File: src/rtl/timer_pkg.sv
// Shared types for the input-capture timer: edge selection and capture FSM states.
package timer_pkg;

  typedef enum logic [1:0] {
    RISE = 2'b00,
    FALL = 2'b01,
    BOTH = 2'b10
  } edge_sel_e;

  typedef enum logic [1:0] {
    IDLE    = 2'b00,
    ARMED   = 2'b01,
    MEASURE = 2'b10
  } cap_state_e;

endpackage

File: src/rtl/input_synchronizer.sv
// Multi-flop synchronizer bringing an asynchronous level into the clk domain.
module input_synchronizer #(
  parameter int SYNC_STAGES = 2
) (
  input  logic clk,
  input  logic rst,
  input  logic d,
  output logic q
);

  logic [SYNC_STAGES-1:0] sync_sr;

  always_ff @(posedge clk or posedge rst) begin
    if (rst) begin
      sync_sr <= '0;
    end else begin
      sync_sr <= {sync_sr[SYNC_STAGES-2:0], d};
    end
  end

  assign q = sync_sr[SYNC_STAGES-1];

endmodule

File: src/rtl/timer_capture.sv
// Input-capture timer: measures clk-cycle intervals between qualifying edges of an
// asynchronous event line and hands each result out over a valid/ready interface.
module timer_capture
  import timer_pkg::*;
#(
  parameter int               CNT_W       = 32,
  parameter logic [CNT_W-1:0] TIMEOUT     = CNT_W'(100_000_000),
  parameter int               SYNC_STAGES = 2
) (
  input  logic             clk,
  input  logic             rst,
  input  logic             enable,
  input  logic             event_in,
  input  edge_sel_e        edge_sel,
  output logic             capture_valid,
  input  logic             capture_ready,
  output logic [CNT_W-1:0] capture_period,
  output logic             capture_timeout,
  output logic             overrun,
  output logic             busy
);

  localparam logic [CNT_W-1:0] TO_LAST = TIMEOUT - 1'b1;

  cap_state_e       state, state_next;
  logic [CNT_W-1:0] count, count_next;
  logic             ev_sync, ev_hist, edge_hit;
  logic             res_new, res_timeout;
  logic [CNT_W-1:0] res_period;

  input_synchronizer #(.SYNC_STAGES(SYNC_STAGES)) u_sync (
    .clk (clk),
    .rst (rst),
    .d   (event_in),
    .q   (ev_sync)
  );

  always_comb begin
    edge_hit = ev_sync & ~ev_hist;
    case (edge_sel)
      FALL:    edge_hit = ~ev_sync & ev_hist;
      BOTH:    edge_hit = ev_sync ^ ev_hist;
      default: edge_hit = ev_sync & ~ev_hist;
    endcase
  end

  always_ff @(posedge clk or posedge rst) begin
    if (rst) begin
      state   <= IDLE;
      count   <= '0;
      ev_hist <= 1'b0;
    end else begin
      state   <= state_next;
      count   <= count_next;
      ev_hist <= ev_sync;
    end
  end

  // Count k at an edge means k+1 cycles since the previous edge was seen.
  always_comb begin
    state_next  = state;
    count_next  = count;
    res_new     = 1'b0;
    res_period  = '0;
    res_timeout = 1'b0;
    if (!enable) begin
      state_next = IDLE;
      count_next = '0;
    end else begin
      case (state)
        IDLE: state_next = ARMED;
        ARMED: begin
          if (edge_hit) begin
            count_next = '0;
            state_next = MEASURE;
          end
        end
        MEASURE: begin
          if (edge_hit) begin
            res_new    = 1'b1;
            res_period = count + 1'b1;
            count_next = '0;
          end else if (count == TO_LAST) begin
            res_new     = 1'b1;
            res_period  = TIMEOUT;
            res_timeout = 1'b1;
            count_next  = '0;
            state_next  = ARMED;
          end else begin
            count_next = count + 1'b1;
          end
        end
        default: begin
          state_next = IDLE;
          count_next = '0;
        end
      endcase
    end
  end

  // Handshake: a result transfers on any cycle with capture_valid && capture_ready;
  // period/timeout stay stable while valid is high and not accepted. A result
  // arriving while the old one is still unaccepted is dropped and flagged by overrun.
  always_ff @(posedge clk or posedge rst) begin
    if (rst) begin
      capture_valid   <= 1'b0;
      capture_period  <= '0;
      capture_timeout <= 1'b0;
      overrun         <= 1'b0;
    end else begin
      overrun <= 1'b0;
      if (res_new) begin
        if (!capture_valid || capture_ready) begin
          capture_valid   <= 1'b1;
          capture_period  <= res_period;
          capture_timeout <= res_timeout;
        end else begin
          overrun <= 1'b1;
        end
      end else if (capture_valid && capture_ready) begin
        capture_valid <= 1'b0;
      end
    end
  end

  assign busy = (state == MEASURE);

endmodule

File: config.mk
export PLATFORM = sky130hd
export DESIGN_NAME = timer_capture
export DESIGN_NICKNAME = d
export VERILOG_FILES = /design/src/rtl/timer_pkg.sv /design/src/rtl/input_synchronizer.sv /design/src/rtl/timer_capture.sv
export SDC_FILE = /design/constraint.sdc
export NUM_CORES = 1
export LEC_CHECK = 0
export CAP_MARGIN = 10
export CORE_MARGIN = 1
export CORE_UTILIZATION = 47
export CTS_CLUSTER_SIZE = 10
export DETAILED_ROUTE_END_ITERATION = 10
export PLACE_DENSITY = 0.69
export SLEW_MARGIN = 10
export SYNTH_ARGS = -nofsm -noshare
export SYNTH_HDL_FRONTEND = slang
export SYNTH_HIERARCHICAL = 1
export SYNTH_SLANG_ARGS = --single-unit
File: constraint.sdc
create_clock -name clk -period 7.4 [get_ports clk]
set_clock_uncertainty 0.1 [all_clocks]
set_input_delay 1.11 -clock clk [delete_from_list [all_inputs] [get_ports clk]]
set_output_delay 1.11 -clock clk [all_outputs]
set_load 0.01 [all_outputs]
# Word-level counts from Yosys, hierarchy flattened
# Cells that the tools add are included.
dict set report op_classes {
  addsub 1
  n_mul 0
  n_eq_ne 10
  n_reduce_logical 9
  shifts 0
  bitwise 5
  div_mod_pow 0
  magnitude_cmp 0
  n_mux 27
}
# operator count
set op_table {}
lappend op_table {{2-to-1 mux 32 bit} 7}
lappend op_table {{case mux 32 bit (3 select lines)} 1}
lappend op_table {{adder 32 x 1 -> 32 bit (second input constant)} 1}
lappend op_table {{== test 32 x 27 -> 1 bit (second input constant)} 1}
lappend op_table {{2-to-1 mux 27 bit} 1}
lappend op_table {{2-to-1 mux 1 bit} 12}
lappend op_table {{2-to-1 mux 2 bit} 4}
lappend op_table {{!= test 3 bit (second input constant)} 2}
lappend op_table {{case mux 2 bit (3 select lines)} 1}
lappend op_table {{AND reduction 2 bit} 3}
lappend op_table {{== test 2 x 1 -> 1 bit (second input constant)} 2}
lappend op_table {{== test 2 bit (second input constant)} 2}
lappend op_table {{!= test 3 x 2 -> 1 bit (second input constant)} 1}
lappend op_table {{AND reduction 3 bit} 1}
lappend op_table {{bitwise AND 1 bit} 2}
lappend op_table {{zero test 2 bit} 1}
lappend op_table {{!= test 2 x 1 -> 1 bit (second input constant)} 1}
lappend op_table {{!= test 2 bit (second input constant)} 1}
lappend op_table {{inverter 1 bit} 2}
lappend op_table {{case mux 1 bit (2 select lines)} 1}
lappend op_table {{nonzero test 2 bit} 1}
lappend op_table {{logical AND 1 bit} 1}
lappend op_table {{zero test 1 bit} 1}
lappend op_table {{logical OR 1 bit} 1}
lappend op_table {{XOR 1 bit} 1}
dict set report totals {
  romBits 0
  mem_bits_rw 0
  output_inout_bits 36
  register_bits 72
  n_memories 0
  latchBits 0
}

# Logic depth before layout (Yosys ltp)
dict set report logic_depth {
  ltp_word 8
  mapped_depth 9
  ltp_nobuf 7
}

# Modules after synthesis
# The synthesis kept the hierarchy.
# module seq_area_each_um2 cells_each n_inst area_each_um2
set by_module_without_submodules {}
lappend by_module_without_submodules {timer_capture 1751.7 375 1 3721.1}
lappend by_module_without_submodules {input_synchronizer 50.0 3 1 53.8}

# Least setup slack after synthesis
# Ideal clock, no wire load.
dict set report synth_path {
  path_type {input to register}
  start {input edge_sel[0]}
  end {register count[5]}
  t_arrival_ns 2.736
  n_path_buf 2
  slack_ns 4.438
  stages 9
  cell_sequence {inv_1 ha_1 nor2b_1 a31oi_1 or2_2 clkbuf_1 clkbuf_1 nor3_1 a221o_1}
}
dict set report synth_between {
  elab_chain_len 5
  word_cells_on_any_way 8
  cone_classes {eq/ne (3); mux (4); reduce/logical (1)}
}
# item line_no
set synth_lines {}
lappend synth_lines {{start: declaration} timer_capture.sv:14} ;# input edge_sel_e edge_sel,
lappend synth_lines {{== test 2 bit / == test 2 x 1 -> 1 bit (equally long branches)} timer_capture.sv:40} ;# case (edge_sel)
lappend synth_lines {{case mux 1 bit (2 select lines) (*)} timer_capture.sv:40}
lappend synth_lines {{2-to-1 mux 32 bit} timer_capture.sv:79} ;# if (edge_hit) begin
lappend synth_lines {{case mux 32 bit (3 select lines)} timer_capture.sv:70} ;# case (state)
lappend synth_lines {{2-to-1 mux 32 bit} timer_capture.sv:66} ;# if (!enable) begin
lappend synth_lines {{end signal: assignment} timer_capture.sv:54} ;# count <= count_next;
lappend synth_lines {{end: declaration} timer_capture.sv:26} ;# logic [CNT_W-1:0] count, count_next;
# Mark *: on every way between the ends. The rest lies on a longest branch, timed or not.
# A chain may end at the register's enable or synchronous reset.

# Final worst setup path
dict set report layout_path {
  start {input edge_sel[0]}
  end {register capture_period[1]}
}
dict set report layout_between {
  elab_chain_len 6
  word_cells_on_any_way 10
  cone_classes {eq/ne (2); mux (7); reduce/logical (1)}
}
# item line_no
set layout_lines {}
lappend layout_lines {{== test 2 bit / == test 2 x 1 -> 1 bit (equally long branches)} timer_capture.sv:40}
lappend layout_lines {{case mux 1 bit (2 select lines) (*)} timer_capture.sv:40}
lappend layout_lines {{2-to-1 mux 1 bit} timer_capture.sv:79}
lappend layout_lines {{2-to-1 mux 1 bit} timer_capture.sv:70}
lappend layout_lines {{2-to-1 mux 1 bit} timer_capture.sv:66}
lappend layout_lines {{AND reduction 2 bit (no line)} --}
lappend layout_lines {{end signal: assignment} timer_capture.sv:115} ;# capture_period <= res_period;
lappend layout_lines {{end: declaration} timer_capture.sv:17} ;# output logic [CNT_W-1:0] capture_period,
# Marked as above.

==> results.txt <==
Setup TNS: 0 ps
DRC: 0
Final Hold Fails: 0
Drt wl/cell: 17.5 um
Iteration-0 DRC Markers: 214
CP bufs+invs: 2
Fin crit share: 51.1%
First-pass GRT wire length: 15300 um
Number of global-route vias before repair: 2948
Count leader, synth: dfrtp_1
Vias per inst: 6.10
GR peak layer: met1
Max Buffers Root-to-Sink: 2
Antenna viol nets, final: 0
Die area: 0.00839 mm2
Vias: 3140
#FFs+latches synth: 72
Relative slew slack: 28.9%
Crit-path cells: clkdlybuf4s50_1, inv_1, ha_1, nor2b_1, a31oi_1, and2_1, a22o_1
Synth warn: 6
Worst hold path class: reg -> reg
Storage element area: 0.00180 mm2
Synthesized instance count: 378
Top-area cell type share of the netlist area: 47.7%
Top_reg_cell synth: dfrtp_1
CTS Buf Count: 9
Post-Layout Cell Count: 515
Power per Cell Area: 203 mW/mm2
# hold bufs at CTS: 0
IO Pins: 43
Total Power: 894 uW
Leakage: 1.86 nW
Total of max-cap violations: 0
Status: complete, no violations
Layout fillers: 691
CTS tree: yes
DP HPWL: 5970 um
Pins Over Slew Limit: 0
RSZ-0062 raised after global routing: no
Syn Area/Cell: 9.99 um2
Post-route setup slack: 3620 ps
H-tree levels: 3
Syn Nets: 390
Pre-CTS WS: 3280 ps
CP max stage delay: 880 ps
DRT Wirelength: 9040 um
Peak Freq: 0.265 GHz
Grt met3 use: 2.99%
Tot GR Track Use: 23.3%
Design area: 0.00441 mm2
Row Count: 32
Die Y: 91.6 um
Synth-to-layout area growth: 16.7%
Worst-Margin Slew: 1060 ps
Drt pass-1 iters: 5
Post-synthesis sequential area ratio: 47.7%
GPL Wtd Cong: 0.898
Mapped Area: 0.00377 mm2
CTS root buffer: clkbuf_8
Worst setup EP type: flip-flop
M1 GR Usage: 35.2%
Slowest cell on the critical path: and2_1
Max FO, Critical Path: 24
PortBufs: 42
Setup violators final: 0
Core ar.: 0.00777 mm2
Ant diodes: 0
Post-route minimum period: 3780 ps
Crit path max-delay family: compound AO/OA/AOI/OAI gates
Setup bufs post-CTS: 0
Worst-Skew Late Latency: 350 ps
Largest cells by area after synthesis: dfrtp_1 (48%), xnor2_1 (4.2%), a22o_1 (3.7%), nand2_1 (3.2%), nand3_1 (3.0%)
Initial antenna violation count: 0
Most frequent cells after synthesis: dfrtp_1 (72), nand2_1 (32), nand3_1 (23), xnor2_1 (18), clkbuf_1 (17)
Die span in x: 91.6 um
Startpoint Class: input port
Final nets: 420
Data required, critical path: 7600 ps
CTS Sinks: 72
Reg clk slew, reported paths: 70 ps
Multi-input gate area: 0.00180 mm2
Crit Path Category: in -> reg
Post-DP Area: 0.00424 mm2
Layout cells sized above 1: 8.72%
Post-synth EDFFs: 0
Post-synth top area cell: dfrtp_1
Dpl cells: 499
Async S/R FF share, synth: 100%
Largest net degree at the start of global routing: 71
CTS resizes: 0
GRT met2 Usage: 33.1%
Worst VDD drop: 0.000153 V
Gr ovfl total: 0
Initial Util: 48.6%
Distinct cells, synth: 54
Worst Path Arrival: 3970 ps
[area by class of cell]
type                       count  area share, %
clock inverter                 4          0.454
multi-input combinational    264           40.9
clock buffer                  12           3.29
sequential                    72           40.9
timing repair buffer          47           10.4
inverter                      14           1.19
tap                          102           2.90
[flip-flops by register name, summed over array words and instances, names as in the netlist]
| register | count |
|---|---|
| capture_valid | 1 |
| u_sync/sync_sr | 2 |
| ev_hist | 1 |
| state | 2 |
| count | 32 |
| capture_timeout | 1 |
| overrun | 1 |
| capture_period | 32 |
[routing by layer]
metal	vias up	wire (um)
met5	-	0
met4	0	197
met3	16	464
met2	110	3860
met1	1563	4520
li1	1451	-
[final timing paths]
path	start	end	slack [ps]	cells past startpoint
max	edge_sel[0]	capture_period[1]$_DFFE_PP0P_	3620	7
min in group asynchronous	rst	u_sync/sync_sr[1]$_DFF_PP0_	850	2
max reg2reg	count[0]$_DFFE_PP0P_	capture_period[25]$_DFFE_PP0P_	4320	8
min reg2reg	u_sync/sync_sr[0]$_DFF_PP0_	u_sync/sync_sr[1]$_DFF_PP0_	260	0
min	u_sync/sync_sr[0]$_DFF_PP0_	u_sync/sync_sr[1]$_DFF_PP0_	260	0
max in group asynchronous	rst	count[19]$_DFFE_PP0P_	5370	3
[power by group]
group / internal [mW] / leakage (nW) / total, mW / switching [mW]
Combinational: 0.0959 / 0.791 / 0.163 / 0.0675
Sequential: 0.432 / 0.979 / 0.455 / 0.0230
Clock: 0.129 / 0.0899 / 0.276 / 0.147
Total: 0.657 / 1.86 / 0.894 / 0.237
[cells by family (layout without fill, tap and decap cells)]
kind of cell             after synthesis  in the layout  share of synthesized area (%)
buffers and inverters                 42             77                           4.67
AO/OA/AOI/OAI                         80             80                           16.0
multiplexers                           3              3                          0.796
XOR/XNOR                              26             26                           6.03
adder cells (fa/ha/maj)                5              5                           1.66
AND/OR/NAND/NOR                      150            150                           23.1
flip-flops                            72             72                           47.7
[through the flow]
step	util, %	hold slack [ps]
after floorplan	-	231
after global placement	54.6	240
after detailed placement	54.6	238
after CTS	56.7	264
after global routing	56.7	269
final	56.7	257
[cell usage in the layout (no fill, tap or decap), drive strengths merged, types with 2 or more instances in the layout]
cell,count
a211o,4
a211oi,2
a21o,3
a21oi,4
a221o,5
a22o,16
a2bb2oi,8
a31oi,5
and2,3
and3,9
and4,8
buf,5
clkbuf,12
clkdlybuf4s50,42
clkinv,4
dfrtp,72
ha,5
inv,14
mux2i,3
nand2,32
nand2b,3
nand3,25
nand4,14
nor2,11
nor2b,3
nor3,14
nor4,10
o21a,4
o21ai,15
o2bb2ai,5
o311ai,2
or2,3
or3,7
or4,6
xnor2,18
xor2,8
(Power assumes the default switching activity.)
